===== src/rtl/mem_access_stage.sv =====
// MEM pipeline stage: runs the load/store handshake with the data cache, freezes upstream
// while a miss is outstanding, and registers the result into the MEM/WB fields.
module mem_access_stage #(
  parameter int DATA_W  = 32,
  parameter int WSEL_W  = 5,
  parameter int TIMEOUT = 1024,
  parameter int CNT_W   = 32
) (
  input  logic              CLK,
  input  logic              RST,
  input  logic              in_valid,
  input  logic [DATA_W-1:0] in_aluOut,
  input  logic [DATA_W-1:0] in_rdat2,
  input  logic              in_dMemREN,
  input  logic              in_dMemWEN,
  input  logic              in_MemToReg,
  input  logic              in_regWEN,
  input  logic [WSEL_W-1:0] in_wsel,
  input  logic              in_Halt,
  input  logic              dhit,
  input  logic [DATA_W-1:0] dmemload,
  output logic              dmemREN,
  output logic              dmemWEN,
  output logic [DATA_W-1:0] dmemaddr,
  output logic [DATA_W-1:0] dmemstore,
  output logic              stall,
  output logic              wb_valid,
  output logic              wb_regWEN,
  output logic [WSEL_W-1:0] wb_wsel,
  output logic [DATA_W-1:0] wb_wdat,
  output logic              halt,
  output logic              align_err,
  output logic              timeout_err,
  output logic [CNT_W-1:0]  stall_cnt
);

  localparam int WC_W = $clog2(TIMEOUT);
  localparam logic [WC_W-1:0] WC_LAST = WC_W'(TIMEOUT - 1);

  typedef enum logic [1:0] {IDLE, WAIT, HALTED} state_t;

  state_t            state_reg, state_next;
  logic [WC_W-1:0]   wait_cnt_reg, wait_cnt_next;
  logic              wb_valid_reg, wb_regwen_reg;
  logic [WSEL_W-1:0] wb_wsel_reg;
  logic [DATA_W-1:0] wb_wdat_reg;
  logic              halt_reg, align_err_reg, timeout_err_reg;
  logic [CNT_W-1:0]  stall_cnt_reg;

  logic mem_req, aligned, memop, misaligned, timeout_hit;
  logic req, stall_int, capture, drop;

  assign aligned     = (in_aluOut[1:0] == 2'b00);
  assign mem_req     = in_valid & (in_dMemREN | in_dMemWEN) & ~halt_reg;
  assign memop       = mem_req & aligned;
  assign misaligned  = mem_req & ~aligned;
  assign timeout_hit = (state_reg == WAIT) & ~dhit & (wait_cnt_reg == WC_LAST);

  always_comb begin
    state_next    = state_reg;
    wait_cnt_next = wait_cnt_reg;
    req           = 1'b0;
    stall_int     = 1'b0;
    capture       = 1'b0;
    drop          = 1'b0;
    case (state_reg)
      IDLE: begin
        req = memop;
        if (memop && !dhit) begin
          stall_int     = 1'b1;
          state_next    = WAIT;
          wait_cnt_next = '0;
        end else begin
          capture = in_valid;
          drop    = misaligned;
        end
      end
      WAIT: begin
        // Upstream is frozen, so the request inputs are still those of the missing instruction.
        if (dhit) begin
          req        = 1'b1;
          capture    = in_valid;
          state_next = IDLE;
        end else if (timeout_hit) begin
          capture    = in_valid;
          drop       = 1'b1;
          state_next = IDLE;
        end else begin
          req           = 1'b1;
          stall_int     = 1'b1;
          wait_cnt_next = wait_cnt_reg + 1'b1;
        end
      end
      HALTED: begin
        state_next = HALTED;
      end
      default: state_next = IDLE;
    endcase
    if (capture && in_Halt) state_next = HALTED;
  end

  // Requests and stall are masked by RST so an outstanding miss drops the instant reset rises.
  assign dmemREN   = req & in_dMemREN & ~RST;
  assign dmemWEN   = req & in_dMemWEN & ~in_dMemREN & ~RST;
  assign stall     = stall_int & ~RST;
  assign dmemaddr  = in_aluOut;
  assign dmemstore = in_rdat2;

  always_ff @(posedge CLK or posedge RST) begin
    if (RST) begin
      state_reg       <= IDLE;
      wait_cnt_reg    <= '0;
      wb_valid_reg    <= 1'b0;
      wb_regwen_reg   <= 1'b0;
      wb_wsel_reg     <= '0;
      wb_wdat_reg     <= '0;
      halt_reg        <= 1'b0;
      align_err_reg   <= 1'b0;
      timeout_err_reg <= 1'b0;
      stall_cnt_reg   <= '0;
    end else begin
      state_reg    <= state_next;
      wait_cnt_reg <= wait_cnt_next;
      if (capture) begin
        wb_valid_reg  <= 1'b1;
        wb_regwen_reg <= in_regWEN & ~drop;
        wb_wsel_reg   <= in_wsel;
        wb_wdat_reg   <= in_MemToReg ? dmemload : in_aluOut;
        halt_reg      <= halt_reg | in_Halt;
      end else begin
        wb_valid_reg  <= 1'b0;
        wb_regwen_reg <= 1'b0;
      end
      if (capture && drop && state_reg == IDLE) align_err_reg <= 1'b1;
      if (timeout_hit) timeout_err_reg <= 1'b1;
      if (stall_int && stall_cnt_reg != {CNT_W{1'b1}}) stall_cnt_reg <= stall_cnt_reg + 1'b1;
    end
  end

  assign wb_valid    = wb_valid_reg;
  assign wb_regWEN   = wb_regwen_reg;
  assign wb_wsel     = wb_wsel_reg;
  assign wb_wdat     = wb_wdat_reg;
  assign halt        = halt_reg;
  assign align_err   = align_err_reg;
  assign timeout_err = timeout_err_reg;
  assign stall_cnt   = stall_cnt_reg;

endmodule


===== config.mk =====
export PLATFORM = sky130hd
export DESIGN_NAME = mem_access_stage
export DESIGN_NICKNAME = d
export VERILOG_FILES = /design/src/rtl/mem_access_stage.sv
export SDC_FILE = /design/constraint.sdc
export NUM_CORES = 1
export LEC_CHECK = 0
export BUFFER_PORTS_ARGS = -buffer_cell sky130_fd_sc_hd__buf_2
export CAP_MARGIN = 20
export CORE_UTILIZATION = 45
export DETAILED_ROUTE_END_ITERATION = 10
export HOLD_SLACK_MARGIN = 0.03
export PLACE_DENSITY = 0.9
export SETUP_SLACK_MARGIN = 0.02
export SLEW_MARGIN = 25
export SYNTH_ARGS = -nofsm -noshare
export SYNTH_HDL_FRONTEND = slang
export SYNTH_SLANG_ARGS = --single-unit

===== constraint.sdc =====
create_clock -name CLK -period 3.45 [get_ports CLK]
set_input_delay 0.345 -clock CLK [delete_from_list [all_inputs] [get_ports CLK]]
set_output_delay 0.345 -clock CLK [all_outputs]
set_load 0.1 [all_outputs]

==> metrics.yaml <==
drt-initial-drc-count: 151
p_int_mw: 1.97
die_y_um: 104
start_util_pct: 47.0
critPathKind: "flip-flop to output port"
skew_ns: 0.0164
fin_area_mm2: 0.00546
dpl.hpwl_um: 8450
cp.depth: 5
fin_crit_sh_pct: 79.4
crit_start: "state_reg[0]$_DFFE_PP0P_"
clock_sinks: 86
power_frac_seq_pct: 30.0
grt_pass1_vias: 3661
cts-resized-gates: 0
first_pass_iters: 4
vias_per_cell: 5.23
slew_violations: 0
place.gp.congestion: 0.816
mappedNetlistArea_mm2: 0.00466
clk_transition_reported_paths_ns: 0.10
layout-drive-gt1-share_pct: 39.3
rsz0062_at_grt: "false"
vias: 3711
antenna_cells: 0
area_delta_synth_final_pct: 17.2
die_area_mm2: 0.0108
cts_inserted_buffers: 9
grt_pass1_wl_um: 17700
final_cells: 710
antenna_found_initial: 0
synthCells: 451
coreArea_mm2: 0.00991
htreeDepth: 3
postPlaceCellArea_mm2: 0.00522
max-cap-violations: 0
leakage_nw: 2.82
cp_cell_sequence: "or3b_4 > or4_1 > a21oi_1 > and3b_1 > buf_2"
synth_nets: 563
synth_flop_cell: "dfrtp_1"
drc: 0
worst-path-max-fanout: 7
grt_max_degree: 65
rr_startpoint: "wait_cnt_reg[0]$_DFFE_PP0P_"
p_total_mw: 4.45
row_count: 36
ir_worst_vdd_v: 0.000943
fin_crit_ns: 2.74
fmax_mhz: 365
critPathCaptureType: "output port"
place.port_buffers: 186
grt_use_total_pct: 20.7
drt-total-wl_um: 11100
hold_class: "primary input to asynchronous set/reset pin"
synth_seq_cells: 86
hold_violations: 0
rrSetupSlack_ns: 1.06
path_delay_family: "simple AND/OR/NAND/NOR gates"
wl_per_cell_um: 15.6
worstMarginPinSlew_ns: 0.915
reg2reg_depth: 8
max-slew-margin-rel_pct: 39.0
ant_nets: 0
status: "finished, final reports clean"
cts-root-buf: "clkbuf_8"
rr_endpoint: "wb_wdat[29]$_DFFE_PP0N_"
clock_latency_ns: 0.36
fin_tns_setup_ns: 0
fin_nets: 684
required_ns: 3.11
worst-path-buf-inv: 1
async_reset_ff_share_pct: 100
cp_data_arrival_time_ns: 2.39
io_pins: 251
die_w_um: 104
grt-ovfl-total: 0
tritoncts: "done"
cts.path.max_buffers: 2
setup_violations: 0
cts_setup_buffers: 0
switching_power_mw: 2.48
power_density_mw_per_mm2: 816
postCtsHoldBufs: 0
ys_seq_area_share_pct: 46.2
pwr-share-clk_pct: 18.2
endpoint: "dmemWEN"
slowest_stage: "dfrtp_1"
pwr-share-comb_pct: 51.8
cpPeakStageDelay_ns: 0.44
p_sw_share_pct: 55.7
ys_types: 47
start_kind: "flip-flop"
ys_warn_count: 0
dp_cells: 694
avgSynthCellArea_um2: 10.3
synth_enable_flop_cells: 0
[kinds of logic (layout without fill, tap and decap cells)]
logic type | Yosys count | after routing | synth area share, %
AOI/OAI and AO/OA | 59 | 59 | 8.76
xor gates and xnor gates | 37 | 37 | 6.96
and+or+nand+nor | 141 | 141 | 16.4
adders and majority gates | 2 | 2 | 0.537
DFF | 86 | 86 | 46.2
buffers and inverters | 88 | 214 | 12.8
muxes | 38 | 38 | 8.33
[layout by cell type (no fill, tap or decap), types with 4 or more instances in the layout]
master | synthesis | final
buf_2 | 2 | 186
nand2_1 | 48 | 48
inv_1 | 8 | 7
xor2_1 | 6 | 6
nand4_1 | 17 | 17
mux2_2 | 6 | 6
nand3_1 | 19 | 19
xnor2_1 | 31 | 31
and4_1 | 6 | 6
o21ai_0 | 35 | 35
a21oi_1 | 4 | 4
buf_4 | 66 | 4
and3_1 | 10 | 10
mux2i_1 | 32 | 32
clkbuf_8 | 0 | 11
dfrtp_1 | 86 | 86
nor2_1 | 18 | 18
[synth_stat cells (all sizes together) (2+ instances only)]
cell / count / area, µm²
and4: 6 / 52.6
dfrtp: 86 / 2150
nand3: 19 / 95.1
o21bai: 2 / 15.0
nand4: 17 / 106
and3: 10 / 62.6
mux2: 6 / 67.6
and2: 3 / 18.8
clkbuf: 10 / 37.5
ha: 2 / 25.0
nor4b: 2 / 38.8
or4: 2 / 18.8
nor3: 3 / 15.0
xnor2: 31 / 272
a211oi: 2 / 15.0
a31oi: 3 / 33.8
a21oi: 4 / 20.0
or3: 3 / 18.8
mux2i: 32 / 320
nor2: 18 / 67.6
nand2: 48 / 180
o311ai: 2 / 17.5
o21ba: 2 / 20.0
o21ai: 36 / 191
xor2: 6 / 52.6
buf: 70 / 528
nor4: 4 / 37.5
inv: 8 / 30.0
or3b: 2 / 22.5
o31ai: 3 / 36.3
[layer usage]
metal  up-vias  global-route usage (%)  part of all wire, %
li1       1745                       -                    -
met1      1772                    22.8                   39
met2       160                    36.5                   50
met3        34                    5.48                  7.2
met4         0                    11.0                  3.2
met5         -                       0                    0
[worst min path at each step]
stage                                     start                           to  slack, ns  depth (start not counted)
finish                                      RST  wait_cnt_reg[7]$_DFFE_PP0P_       0.09                          2
global route                                RST  wait_cnt_reg[7]$_DFFE_PP0P_       0.13                          2
CTS                                         RST  wait_cnt_reg[7]$_DFFE_PP0P_       0.11                          2
detailed placement      wb_wdat[10]$_DFFE_PP0N_      wb_wdat[10]$_DFFE_PP0N_       0.47                          2
global placement          align_err$_DFFE_PP0P_        align_err$_DFFE_PP0P_       0.46                          2
floorplan           wait_cnt_reg[0]$_DFFE_PP0P_  wait_cnt_reg[0]$_DFFE_PP0P_       0.49                          1
[power by group through the flow]
stage	Clock (mW)	Combinational (mW)	Sequential (mW)
floorplan	0	0.596	2.88
global placement	0	2.29	1.34
detailed placement	0	2.32	1.35
CTS	0.831	2.32	1.34
global route	0.877	2.37	1.36
finish	0.812	2.31	1.33
[per-stage QoR]
| stage | util (%) | hold WS [ns] | worst slack [ns] |
|---|---|---|---|
| global route | 55.1 | 0.132 | 0.599 |
| global placement | 52.7 | 0.460 | 1.08 |
| detailed placement | 52.7 | 0.466 | 1.08 |
| CTS | 55.1 | 0.111 | 0.700 |
| floorplan | - | 0.486 | 0.259 |
| finish | 55.1 | 0.0900 | 0.711 |
[layout make-up]
class | instances | area, µm²
multi-input combinational | 277 | 1910
sequential | 86 | 2150
fill | 870 | 4450
timing repair buffer | 190 | 961
inverter | 8 | 35.0
tap | 133 | 166
clock buffer | 11 | 151
clock inverter | 5 | 81.3
Note: power is estimated with default switching activity, not from simulation.
